[config.mk]
export PLATFORM = sky130hd
export DESIGN_NAME = sha256_msg_padder
export DESIGN_NICKNAME = d
export VERILOG_FILES = /design/src/rtl/sha256_msg_padder.sv
export SDC_FILE = /design/constraint.sdc
export NUM_CORES = 2
export LEC_CHECK = 0
export BUFFER_PORTS_ARGS = -buffer_cell sky130_fd_sc_hd__buf_2
export CAP_MARGIN = 0
export CORE_MARGIN = 3
export CORE_UTILIZATION = 40
export DETAILED_ROUTE_END_ITERATION = 10
export GPL_ROUTABILITY_DRIVEN = 0
export PLACE_DENSITY = 0.64
export SYNTH_ARGS = -nofsm -noshare
export SYNTH_HDL_FRONTEND = slang
export SYNTH_SLANG_ARGS = --single-unit
[constraint.sdc]
create_clock -name clk -period 3.3 [get_ports clk]
set_clock_uncertainty 0.15 [all_clocks]
set_input_delay 0.66 -clock clk [delete_from_list [all_inputs] [get_ports clk]]
set_output_delay 0.66 -clock clk [all_outputs]
set_load 0.02 [all_outputs]
[src/rtl/sha256_msg_padder.sv]
// Streaming SHA-256 message padder: turns a byte stream into FIPS 180-4 padded
// 512-bit blocks with first/last markers for the hash core.
module sha256_msg_padder #(
    parameter int LEN_W = 64
) (
    input  logic         clk,
    input  logic         reset,
    input  logic [7:0]   in_data,
    input  logic         in_valid,
    input  logic         in_last,
    output logic         in_ready,
    output logic [511:0] out_block,
    output logic         out_valid,
    input  logic         out_ready,
    output logic         out_first,
    output logic         out_last
);
    // Byte counter width: the bit length is count*8, so three bits fewer.
    localparam int CNT_W = LEN_W - 3;

    if (LEN_W != 64) begin : g_len_w_check
        $error("sha256_msg_padder: LEN_W must be 64");
    end

    typedef enum logic [1:0] {FILL, EMIT, TAIL} state_t;

    state_t           state_q, state_d;
    logic [511:0]     buf_q, buf_d;
    logic [5:0]       idx_q, idx_d;
    logic [CNT_W-1:0] cnt_q, cnt_d;
    logic             first_q, first_d;
    logic             last_q, last_d;
    logic             pend_q, pend_d;
    logic             tail80_q, tail80_d;

    logic             accept;
    logic [8:0]       data_hi;
    logic [CNT_W-1:0] cnt_inc;

    assign in_ready  = (state_q == FILL) && !reset;
    assign accept    = in_valid && in_ready;
    assign data_hi   = 9'd511 - {idx_q, 3'b000};
    assign cnt_inc   = cnt_q + CNT_W'(1);

    assign out_valid = (state_q == EMIT);
    assign out_block = buf_q;
    assign out_first = (state_q == EMIT) && first_q;
    assign out_last  = (state_q == EMIT) && last_q;

    always_comb begin
        // NOTE: every next-state value gets a default first so no path can infer a latch.
        state_d  = state_q;
        buf_d    = buf_q;
        idx_d    = idx_q;
        cnt_d    = cnt_q;
        first_d  = first_q;
        last_d   = last_q;
        pend_d   = pend_q;
        tail80_d = tail80_q;

        unique case (state_q)
            FILL: begin
                if (accept) begin
                    buf_d[data_hi -: 8] = in_data;
                    cnt_d = cnt_inc;
                    idx_d = idx_q + 6'd1;
                    if (in_last) begin
                        state_d = EMIT;
                        if (idx_q != 6'd63)
                            buf_d[data_hi - 9'd8 -: 8] = 8'h80;
                        if (idx_q <= 6'd54) begin
                            // Terminator and length both fit: this is the final block.
                            buf_d[LEN_W-1:0] = {cnt_inc, 3'b000};
                            last_d = 1'b1;
                            pend_d = 1'b0;
                        end else begin
                            last_d   = 1'b0;
                            pend_d   = 1'b1;
                            tail80_d = (idx_q == 6'd63);
                        end
                    end else if (idx_q == 6'd63) begin
                        state_d = EMIT;
                        last_d  = 1'b0;
                        pend_d  = 1'b0;
                    end
                end
            end
            EMIT: begin
                if (out_ready) begin
                    first_d = last_q;
                    buf_d   = '0;
                    idx_d   = '0;
                    if (pend_q) begin
                        state_d = TAIL;
                    end else begin
                        if (last_q)
                            cnt_d = '0;
                        state_d = FILL;
                    end
                end
            end
            TAIL: begin
                buf_d = '0;
                if (tail80_q)
                    buf_d[511:504] = 8'h80;
                buf_d[LEN_W-1:0] = {cnt_q, 3'b000};
                last_d  = 1'b1;
                pend_d  = 1'b0;
                state_d = EMIT;
            end
            default: state_d = FILL;
        endcase
    end

    always_ff @(posedge clk) begin
        if (reset) begin
            // NOTE: the block buffer is reset because it drives out_block, which must read zero after reset.
            state_q  <= FILL;
            buf_q    <= '0;
            idx_q    <= '0;
            cnt_q    <= '0;
            first_q  <= 1'b1;
            last_q   <= 1'b0;
            pend_q   <= 1'b0;
            tail80_q <= 1'b0;
        end else begin
            // NOTE: sequential state uses non-blocking assignment so all registers update together.
            state_q  <= state_d;
            buf_q    <= buf_d;
            idx_q    <= idx_d;
            cnt_q    <= cnt_d;
            first_q  <= first_d;
            last_q   <= last_d;
            pend_q   <= pend_d;
            tail80_q <= tail80_d;
        end
    end

endmodule

==> flow_summary.yaml <==
place:
  io_buffer_count: 528
  dp_hpwl_um: 94000
  placed_cell_area_um2: 31600
  dp_cells: 4956
  dp_slack_ns: 0.00391
power:
  pwr-share-clk_pct: 48.2
  p_leak_nw: 13.6
  power.density_nw_per_um2: 478
  vdd_drop_max_v: 0.000348
  power_frac_seq_pct: 44.1
  p_sw_mw: 4.24
  swShare_pct: 26.1
  pwr-share-comb_pct: 7.8
  power.internal_mw: 12.0
run_status:
  outcome: "finished clean"
die:
  die_h_um: 267
  start_util_pct: 40.5
  io_pins: 529
  dieWidth_um: 267
  rows: 95
  core-area_um2: 67400
  die-area_um2: 71400
yosys:
  ys_warn_count: 0
  async_flop_share_pct: 0
  synth_edf_count: 0
  avgSynthCellArea_um2: 7.53
  synth_area_um2: 27300
  synth_ff_type: "dfxtp_1"
  synth_seq_area_share_pct: 42.9
  ys_types: 85
  synth_fp_nets: 3647
  synth_cells: 3622
  ys_ff_latch: 585
finish:
  synthToLayoutAreaGrowth_pct: 24.3
  drive_gt1_share_pct: 21.0
  layoutNonFillerInstCount: 5074
  final_area_um2: 33900
  nets: 4176
  final_cell_mix: "584 x dfxtp_1, 583 x nand2_1, 529 x nor2_1"
  layout_commonest_cell: "dfxtp_1"
detailed_routing:
  routed_wl_um: 128000
  drt-initial-drc-count: 4312
  vias_per_cell: 6.09
  drc: 0
  num_vias: 30900
  drtAntennaViolNets: 0
  wl_per_cell_um: 25.3
  drt_first_pass_iters: 6
clock_network:
  cts_sinks: 585
  cts_inserted_buffers: 66
  cts-root-buf: "clkbuf_16"
  htree_levels: 3
  clock_latency_ns: 0.65
  tritoncts: "yes"
  hold_buffers: 0
  clk_pin_slew_ns: 0.06
  ctsLongestPathBuffers: 3
setup_path:
  crit_path_end_kind: "flop"
  cp_common_cell: "buf_4"
  crit_fanout: 12
  slowest_delay_ns: 0.62
  critPathTopFamily: "simple AND/OR/NAND/NOR gates"
  worst_ep_required_time_ns: 3.63
  crit_arrival_ns: 3.56
  worstSetupStartpointType: "flop"
  worst-setup-path-type: "flop to flop"
  cp.buffers_inverters: 2
  crit_slowest_cell: "o21ai_1"
  path_cells: "buf_4, and4_1, a21boi_1, nor2_1, buf_4, nand3_1, o21ai_1, a21oi_1"
sta:
  tns_ns: 0
  holdWs_ns: 0.216
  finalHoldViolCount: 0
  finalCriticalPeriod_ns: 3.22
  rsz0062_at_grt: "true"
  worst_slew_pin_slew_ns: 1.00
  maxSlewViolCount: 0
  maxSlewHeadroom_pct: 32.5
  fmax_mhz: 310
  fin_ws_ns: 0.0763
  setup_viol: 0
  post-route-period-util_pct: 97.7
global_route:
  grt_max_degree: 52
  grt_overflow: 0
  grt_pass1_wl_um: 185000
  antenna_found_initial: 1
  grt_use_total_pct: 34.3
  grt_pass1_vias: 28000
hold_path:
  hp-class: "input port to flop"
flow_run:
  cap_viol_max_count: 0
-- state kept, by name, summed over array words and instances, names as in the netlist --
register   flops
tail80_q       1
state_q        2
idx_q          6
out_block    512
cnt_q         61
last_q         1
pend_q         1
first_q        1
-- per-layer routing --
| metal | GRT usage (%) | vias to the layer above | share of wire, % |
|---|---|---|---|
| li1 | - | 13900 | - |
| met1 | 45.5 | 14500 | 39 |
| met2 | 49.8 | 2085 | 42 |
| met3 | 9.85 | 431 | 13 |
| met4 | 19.9 | 2 | 6.8 |
| met5 | 0 | - | 0.010 |
-- cell usage after synthesis, types with 11 or more instances --
cell type  instances  area, µm²
a2111oi_0         11       96.3
a211oi_1          18        135
a21o_1            13       97.6
a21oi_1          501       2510
a221oi_1          13        114
a22oi_1           36        270
a311oi_1          14        123
a31oi_1           29        181
a32o_1            15        150
and2_1            27        169
and3_1            44        275
and4_1            15        131
buf_1             24       90.1
buf_2             20        100
clkbuf_1         228        856
dfxtp_1          585      11700
ha_1              12        150
inv_1             23       86.3
mux2i_1           69        691
nand2_1          584       2190
nand2b_1          16        100
nand3_1          167        836
nand4_1           29        181
nor2_1           531       1990
nor2b_1           12       75.1
nor3_1           123        616
nor4_1            31        194
o211ai_1          11       82.6
o21ai_0           94        470
o21ai_1           51        255
o221ai_1          12        105
o22ai_1           28        175
o32ai_1           14        123
or3_1             17        106
or4_1             14        105
xnor2_1           22        193
xor2_1            17        149
-- final timing paths --
kind | end | from | cells past startpoint | slack [ns]
setup reg to reg | out_block[506] | idx_q[0] | 8 | 0.08
hold / removal | idx_q[4] | out_ready | 2 | 0.22
setup / recovery | out_block[506] | idx_q[0] | 8 | 0.08
hold reg to reg | out_block[249] | out_block[249] | 2 | 0.30
-- cell type report --
cell class / instances / area, µm²
Timing Repair Buffer: 735 / 4260
Clock buffer: 89 / 1830
Antenna cell: 3 / 7.51
Clock inverter: 26 / 420
Sequential cell: 585 / 11700
Inverter: 24 / 90.1
Multi-Input combinational cell: 2739 / 14500
Tap cell: 873 / 1090
Fill cell: 6631 / 33500
-- power by group through the flow --
stage	sequential, mW	combinational, mW	clock (mW)
2_1_floorplan	7.34	0.588	0
3_3_place_gp	7.30	1.20	0
3_5_place_dp	7.30	1.20	0
4_1_cts	7.15	1.21	7.83
5_1_grt	7.15	1.30	8.10
6_report	7.15	1.26	7.81
-- per-stage QoR --
| step | utilization, % | total power, mW |
|---|---|---|
| finish | 50.3 | 16.2 |
| floorplan | - | 7.92 |
| detailed placement | 47.0 | 8.50 |
| global placement | 47.0 | 8.50 |
| global route | 50.3 | 16.5 |
| CTS | 50.3 | 16.2 |
-- logic make-up (layout without fill, tap and decap cells) --
| logic type | after synthesis | after routing | share of synthesized area, % |
|---|---|---|---|
| buffers and inverters | 298 | 874 | 4.22 |
| adder cells (fa/ha/maj) | 12 | 12 | 0.550 |
| multiplexers | 71 | 71 | 2.61 |
| AO/OA/AOI/OAI | 973 | 973 | 21.8 |
| XOR/XNOR | 39 | 39 | 1.25 |
| AND/OR/NAND/NOR | 1644 | 1644 | 26.7 |
| other | 0 | 3 | 0 |
| flip-flops | 585 | 585 | 42.9 |
-- repair_timing --
action / in CTS / in global routing
resized for setup: 0 / 3
endpoints found under the setup margin: 0 / 50
setup buffers: 0 / 0
endpoints found under the hold margin: 0 / 0
No activity file was read; power rests on OpenSTA's default activity.
